--- src/rtl/wb_bus_arbiter_pkg.sv ---
// Shared encodings for the three-way round-robin bus arbiter.
// Holds the mux select codes, the FSM states and the ring-step helper.
package wb_bus_arbiter_pkg;

    localparam int NUM_REQ = 3;

    localparam logic [1:0] SEL_REQ0 = 2'b00;
    localparam logic [1:0] SEL_REQ1 = 2'b01;
    localparam logic [1:0] SEL_REQ2 = 2'b10;

    typedef enum logic {
        IDLE  = 1'b0,
        GRANT = 1'b1
    } arb_state_e;

    // Next requester index around the ring of three; code 11 never appears.
    function automatic logic [1:0] sel_inc(input logic [1:0] s);
        return (s == SEL_REQ2) ? SEL_REQ0 : s + 2'd1;
    endfunction

endpackage

--- src/rtl/wb_bus_arbiter_mux3x1.sv ---
// Three-input data multiplexer steered by the arbiter's registered select.
module mux3X1
    import wb_bus_arbiter_pkg::*;
#(
    parameter int WIDTH = 32
) (
    input  logic [1:0]       sel,
    input  logic [WIDTH-1:0] in0,
    input  logic [WIDTH-1:0] in1,
    input  logic [WIDTH-1:0] in2,
    output logic [WIDTH-1:0] out_data
);

    always_comb begin
        case (sel)
            SEL_REQ1: out_data = in1;
            SEL_REQ2: out_data = in2;
            default:  out_data = in0;
        endcase
    end

endmodule

--- src/rtl/wb_bus_arbiter.sv ---
// Packet-atomic round-robin arbiter sharing one data bus between three requesters,
// with a forced release when the owner stays idle for TIMEOUT cycles.
module wb_bus_arbiter
    import wb_bus_arbiter_pkg::*;
#(
    parameter int WIDTH   = 32,
    parameter int TIMEOUT = 16
) (
    input  logic             clk,
    input  logic             rst,
    input  logic [2:0]       req,
    input  logic [2:0]       last,
    input  logic [WIDTH-1:0] data_1,
    input  logic [WIDTH-1:0] data_2,
    input  logic [WIDTH-1:0] data_3,
    output logic [2:0]       ack,
    output logic [WIDTH-1:0] out_data,
    output logic             out_valid,
    output logic             out_last,
    input  logic             out_ready,
    output logic [1:0]       sel,
    output logic [2:0]       gnt,
    output logic             err
);

    localparam int CW = (TIMEOUT > 2) ? $clog2(TIMEOUT) : 1;

    arb_state_e      state_q, state_d;
    logic [1:0]      sel_q, sel_d;
    logic [1:0]      ptr_q, ptr_d;
    logic [2:0]      gnt_q, gnt_d;
    logic [CW-1:0]   cnt_q, cnt_d;
    logic            err_q, err_d;

    logic            owner_req;
    logic            owner_last;
    logic            beat_ok;
    logic            final_beat;
    logic            timeout_hit;
    logic            release_grant;
    logic [1:0]      arb_ptr;
    logic [2:0]      arb_req;
    logic            pick_valid;
    logic [1:0]      pick_idx;

    // Returns {found, index} of the first set bit of r in the order p, p+1, p+2.
    function automatic logic [2:0] rr_pick(input logic [2:0] r, input logic [1:0] p);
        logic       found;
        logic [1:0] cand;
        logic [1:0] win;
        found = 1'b0;
        win   = SEL_REQ0;
        cand  = p;
        for (int o = 0; o < NUM_REQ; o++) begin
            if (!found && r[cand]) begin
                found = 1'b1;
                win   = cand;
            end
            cand = sel_inc(cand);
        end
        return {found, win};
    endfunction

    assign owner_req     = |(req & gnt_q);
    assign owner_last    = |(last & gnt_q);
    assign beat_ok       = owner_req & out_ready;
    assign final_beat    = beat_ok & owner_last;
    assign timeout_hit   = (state_q == GRANT) && !owner_req && (cnt_q == CW'(TIMEOUT - 1));
    assign release_grant = final_beat | timeout_hit;
    assign arb_ptr       = release_grant ? sel_inc(sel_q) : ptr_q;
    // The owner's bit during its final beat is the beat being consumed, not a new request.
    assign arb_req       = req & ~gnt_q;
    assign {pick_valid, pick_idx} = rr_pick(arb_req, arb_ptr);

    always_ff @(posedge clk or posedge rst) begin
        if (rst) begin
            state_q <= IDLE;
            sel_q   <= SEL_REQ0;
            ptr_q   <= SEL_REQ0;
            gnt_q   <= 3'b000;
            cnt_q   <= '0;
            err_q   <= 1'b0;
        end else begin
            state_q <= state_d;
            sel_q   <= sel_d;
            ptr_q   <= ptr_d;
            gnt_q   <= gnt_d;
            cnt_q   <= cnt_d;
            err_q   <= err_d;
        end
    end

    always_comb begin
        state_d = state_q;
        sel_d   = sel_q;
        ptr_d   = ptr_q;
        gnt_d   = gnt_q;
        cnt_d   = cnt_q;
        err_d   = 1'b0;
        case (state_q)
            IDLE: begin
                cnt_d = '0;
                if (pick_valid) begin
                    state_d = GRANT;
                    sel_d   = pick_idx;
                    gnt_d   = 3'b001 << pick_idx;
                end
            end
            GRANT: begin
                if (release_grant) begin
                    ptr_d = arb_ptr;
                    cnt_d = '0;
                    err_d = timeout_hit;
                    if (pick_valid) begin
                        sel_d = pick_idx;
                        gnt_d = 3'b001 << pick_idx;
                    end else begin
                        state_d = IDLE;
                        gnt_d   = 3'b000;
                    end
                end else begin
                    cnt_d = owner_req ? '0 : cnt_q + CW'(1);
                end
            end
            default: state_d = IDLE;
        endcase
    end

    always_comb begin
        out_valid = owner_req;
        out_last  = owner_req & owner_last;
        ack       = gnt_q & {3{beat_ok}};
        gnt       = gnt_q;
        sel       = sel_q;
        err       = err_q;
    end

    mux3X1 #(.WIDTH(WIDTH)) u_mux (
        .sel      (sel_q),
        .in0      (data_1),
        .in1      (data_2),
        .in2      (data_3),
        .out_data (out_data)
    );

endmodule
--- config.mk ---
export PLATFORM = sky130hd
export DESIGN_NAME = wb_bus_arbiter
export DESIGN_NICKNAME = d
export VERILOG_FILES = /design/src/rtl/wb_bus_arbiter_pkg.sv /design/src/rtl/wb_bus_arbiter_mux3x1.sv /design/src/rtl/wb_bus_arbiter.sv
export SDC_FILE = /design/constraint.sdc
export NUM_CORES = 1
export LEC_CHECK = 0
export ABC_AREA = 1
export CAP_MARGIN = 20
export CORE_MARGIN = 4
export CORE_UTILIZATION = 34
export CTS_CLUSTER_SIZE = 8
export DETAILED_ROUTE_END_ITERATION = 8
export PLACE_DENSITY = 0.85
export SLEW_MARGIN = 20
export SYNTH_ARGS = -nofsm -noshare
export SYNTH_HDL_FRONTEND = slang
export SYNTH_SLANG_ARGS = --single-unit
--- constraint.sdc ---
create_clock -name clk -period 2.92 [get_ports clk]
set_input_delay 0.438 -clock clk [delete_from_list [all_inputs] [get_ports clk]]
set_output_delay 0.438 -clock clk [all_outputs]
set_load 0.01 [all_outputs]
# Yosys cells after proc, flatten, opt, wreduce, memory -nomap -nowiden
# Cells that the tools add are included.
op_classes:
  n_addsub: 4
  magnitude_cmp: 3
  eq_ne: 7
  shift: 1
  n_mux: 32
  bitwise: 10
  reduce_logical: 11
op_table:
  columns: ["cell", "n"]
  rows:
  - ["$pmux W32 S2", 1]
  - ["$mux W2", 9]
  - ["$and A3 B3 Y3", 4]
  - ["$mux W1", 10]
  - ["$lt A2 B3 Y1 const B", 3]
  - ["$mux W3", 3]
  - ["$mux W4", 2]
  - ["$pmux W4 S2", 1]
  - ["$add A2 B1 Y2 const B", 3]
  - ["$bmux W1 S2", 3]
  - ["$eq A2 B2 Y1 const B", 3]
  - ["$pmux W3 S2", 1]
  - ["$reduce_or A3 Y1", 2]
  - ["$add A4 B1 Y4 const B", 1]
  - ["$eq A4 B4 Y1 const B", 1]
  - ["$logic_and A1 B1 Y1", 4]
  - ["$pmux W2 S2", 1]
  - ["$reduce_and A2 Y1", 2]
  - ["$and A1 B1 Y1", 3]
  - ["$logic_not A1 Y1", 3]
  - ["$not A3 Y3", 1]
  - ["$shl A1 B2 Y3 const A", 1]
  - ["$eq A2 B1 Y1 const B", 1]
  - ["$ne A2 B1 Y1 const B", 1]
  - ["4 further kinds", 4]
word_totals:
  ff_bits: 13
  inputBits: 105
  out_inout_bits: 43
  wordCells: 74

# Longest topological paths before layout
depth:
  word_depth: 20
  ltp_mapped: 17

# By module
# Synthesis repeated with hierarchy kept, for this count alone.
hier_totals:
  cells_unflattened: 340
  hier_area_um2: 1831.8
by_module_without_submodules:
  columns: ["module", "instances", "cells_each", "area_per_inst_um2", "seq_area_each_um2"]
  rows:
  - ["wb_bus_arbiter", 1, 130, 953.4, 325.3]
  - ["mux3X1", 1, 210, 878.3, 0.0]

# Least setup slack after synthesis
# Ideal clock, no wire load.
synth_timing:
  kind: "register to output"
  start: "register sel_q[0], in the netlist sel[0]"
  end: "output port out_data[0]"
  arrival_time_ns: 1.628
  t_required_ns: 2.482
  slack_ns: 0.854
  stages_incl_launch_ff: 7
  path_buffers: 2
  cell_sequence: "dfrtp_1 -> inv_1 -> ha_1 -> clkbuf_1 -> buf_1 -> nor2_1 -> a31oi_1"
synth_between:
  elab_chain_len: 2
synth_lines:
  columns: ["element", "line_no", "text"]
  rows:
  - ["start: declaration", "wb_bus_arbiter.sv:29", "logic [1:0] sel_q, sel_d;"]
  - ["start signal: assignment", "wb_bus_arbiter.sv:85", "sel_q <= sel_d;"]
  - ["$eq A2 B2 Y1 / $eq A2 B1 Y1 (equally long branches)", "wb_bus_arbiter_mux3x1.sv:15", "case (sel)"]
  - ["$pmux W32 S2 *", "wb_bus_arbiter_mux3x1.sv:15", null]
  - ["end: declaration", "wb_bus_arbiter.sv:17", "output logic [WIDTH-1:0] out_data,"]
# Mark *: on every way between the ends. The rest lies on a longest branch, timed or not.

# Final worst setup path
layout_timing:
  start: "register sel_q[0], in the netlist sel[0]"
  end: "output port out_data[19]"
# Same word-level chain as after synthesis.

==> impl_metrics.json <==
{
  "io_buffer_count": 147,
  "min_period_ns": 2.64,
  "hpwlAfterDp_um": 6070,
  "clock_latency_ns": 0.24,
  "finalNetCount": 529,
  "io-pin-count": 148,
  "wl_um": 7380,
  "first_pass_iters": 5,
  "r2r_end": "gnt[0]",
  "cts_resized": 0,
  "grt-ovfl-total": 0,
  "cts_tree": "yes",
  "synth_ff_type": "dfrtp_1",
  "grt_pass1_vias": 2251,
  "rsz0062_at_grt": "no",
  "hold_viol": 0,
  "fin_ws_ns": 0.285,
  "syn_nets": 386,
  "slew_headroom": 0.673,
  "antenna_found_initial": 0,
  "fmax_mhz": 379,
  "synth-seq-area-share": 0.197,
  "fillerInstances": 414,
  "ant_nets": 0,
  "avgRoutedWirePerCell_um": 15.2,
  "cts_hold_buf": 0,
  "place.gp.congestion": 0.849,
  "top_usage_layer": "met2",
  "core_mm2": 0.00472,
  "use_met1": 0.271,
  "yosys_warnings": 0,
  "power_density_mw_per_mm2": 968,
  "worstMarginPinSlew_ns": 0.490,
  "rrSetupSlack_ns": 0.88,
  "finalPower_mw": 3.15,
  "start_kind": "flop",
  "drive_above_1_share": 0.0909,
  "drtIter0Drc": 95,
  "htreeDepth": 1,
  "r2r_start": "cnt_q[0]",
  "dp_slack_ns": 0.546,
  "use_met3": 0.0696,
  "setup_violations": 0,
  "grt_max_degree": 65,
  "cts-root-buf": "clkbuf_8",
  "area_growth_pct": 96.4,
  "die_x_um": 77.8,
  "worstPathArrival_ns": 2.20,
  "track_usage": 0.238,
  "hp-class": "reg -> reg",
  "fin_crit_sh": 0.903,
  "endpoint_kind": "output pin",
  "synth_seq_cells": 13,
  "drc": 0,
  "via_per_inst": 4.89,
  "syn_area_mm2": 0.00166,
  "final_core_util": 0.688,
  "ir_worst_vdd_mv": 0.631,
  "cp.required_ns": 2.48,
  "cts_buffers": 3,
  "antenna_cells": 0,
  "setup_tns_ns": 0,
  "syn_inst": 276,
  "clock_path_buffers": 2,
  "met2_usage": 0.436,
  "placed_area_mm2": 0.00321,
  "final_area_mm2": 0.00325,
  "critPathMaxFanout": 64,
  "cts.sinks": 13,
  "critPathKind": "reg -> out",
  "placementRows": 25,
  "max_cap_violations": 0,
  "skew_ns": 0.00169,
  "num_vias": 2374,
  "synth-edff-count": 0,
  "whs_endpoint": "cnt_q[0]",
  "holdPathStages": 1,
  "clk_transition_reported_paths_ns": 0.06,
  "dieArea_mm2": 0.00605,
  "yosys.cell_types.count": 27,
  "die_h_um": 77.8,
  "drv_slew": 0,
  "post_cts_buffers": 0,
  "syn_area_per_cell_um2": 6.00,
  "grt_pass1_wl_um": 11500,
  "hold_start": "cnt_q[0]",
  "leakage_nw": 1.37,
  "status": "completed",
  "postSynth.asyncResetShare": 1.00,
  "start_util": 0.350,
  "r2r_cells": 16
}
metal layers:
| metal | routed length, µm | part of all wire | vias up |
|---|---|---|---|
| li1 | - | - | 1190 |
| met1 | 2800 | 0.38 | 1081 |
| met2 | 3700 | 0.50 | 91 |
| met3 | 764 | 0.10 | 12 |
| met4 | 114 | 0.015 | 0 |
| met5 | 0 | 0 | - |
final cells by class:
class                           count  area, µm²  area share
Clock buffer                        4       45.0      0.0139
Sequential cell                    13        325       0.100
Timing Repair Buffer              151       1510       0.466
Tap cell                           67       83.8      0.0258
Multi-Input combinational cell    225       1190       0.365
Inverter                           25       96.3      0.0296
report_power, final:
| part | switching, mW | total [mW] | internal, mW | leakage (nW) |
|---|---|---|---|---|
| registers | 0.0540 | 0.298 | 0.244 | 0.163 |
| logic | 1.39 | 2.69 | 1.30 | 1.18 |
| clock network | 0.0621 | 0.158 | 0.0962 | 0.0228 |
how the worst max path moves through the flow:
stage | start | end | slack [ns] | cells past startpoint
4_1_cts | sel[0] | out_data[19] | 0.26 | 6
6_report | sel[0] | out_data[19] | 0.28 | 6
3_5_place_dp | sel[0] | out_data[19] | 0.55 | 6
2_1_floorplan | sel[0] | out_data[0] | 0.85 | 6
3_3_place_gp | sel[0] | out_data[19] | 0.52 | 6
5_1_grt | sel[0] | out_data[19] | 0.09 | 6
cell usage after synthesis (2+ instances only):
cell type / number / area, µm²
a31oi_1: 32 / 200
o21ai_1: 4 / 20.0
dfrtp_1: 13 / 325
nand3_2: 6 / 60.1
nand3_4: 2 / 35.0
nand4_1: 4 / 25.0
nand2_2: 7 / 43.8
nor2_1: 43 / 161
clkbuf_1: 8 / 30.0
nand2_1: 91 / 342
inv_2: 2 / 7.51
inv_1: 22 / 82.6
nor2_2: 2 / 12.5
ha_1: 5 / 62.6
o21ai_2: 3 / 26.3
buf_1: 5 / 18.8
nand3_1: 13 / 65.1
nand2_4: 5 / 56.3
worst max-delay path, cell delays in order, from the launching register on:
cell and delay (ns):
dfrtp_1 0.39, inv_1 0.10, ha_2 0.35, buf_12 0.26
nor2_1 0.08, a31oi_1 0.20, clkdlybuf4s50_1 0.58
cell families after synthesis:
family,Yosys count,share of synthesized area
flip-flops,13,0.197
AO/OA/AOI/OAI,43,0.166
AND/OR/NAND/NOR,176,0.507
adder cells (fa/ha/maj),5,0.0378
buffers and inverters,38,0.0877
XOR/XNOR,1,0.00529
sequential cells by signal, indices dropped and copies added, names as in the netlist:
signal   count
sel          2
cnt_q        4
gnt          3
err          1
ptr_q        2
state_q      1
cell usage in the layout, fill, tap and decap left out, drive strengths merged:
| cell | instances |
|---|---|
| nand3 | 21 |
| o22ai | 1 |
| o31ai | 1 |
| dfrtp | 13 |
| a31oi | 32 |
| nand4 | 4 |
| o2111ai | 1 |
| buf | 4 |
| ha | 5 |
| xor2 | 1 |
| clkdlybuf4s50 | 147 |
| inv | 25 |
| clkbuf | 4 |
| nor2 | 46 |
| nor3b | 1 |
| nand2 | 104 |
| o21ai | 8 |
per-stage QoR:
| step | hold slack (ns) | instances |
|---|---|---|
| floorplan | 0.315 | 276 |
| global placement | 0.446 | 481 |
| detailed placement | 0.460 | 481 |
| CTS | 0.467 | 485 |
| global route | 0.498 | 485 |
| finish | 0.465 | 485 |
Power figures use the tool's default switching activity.
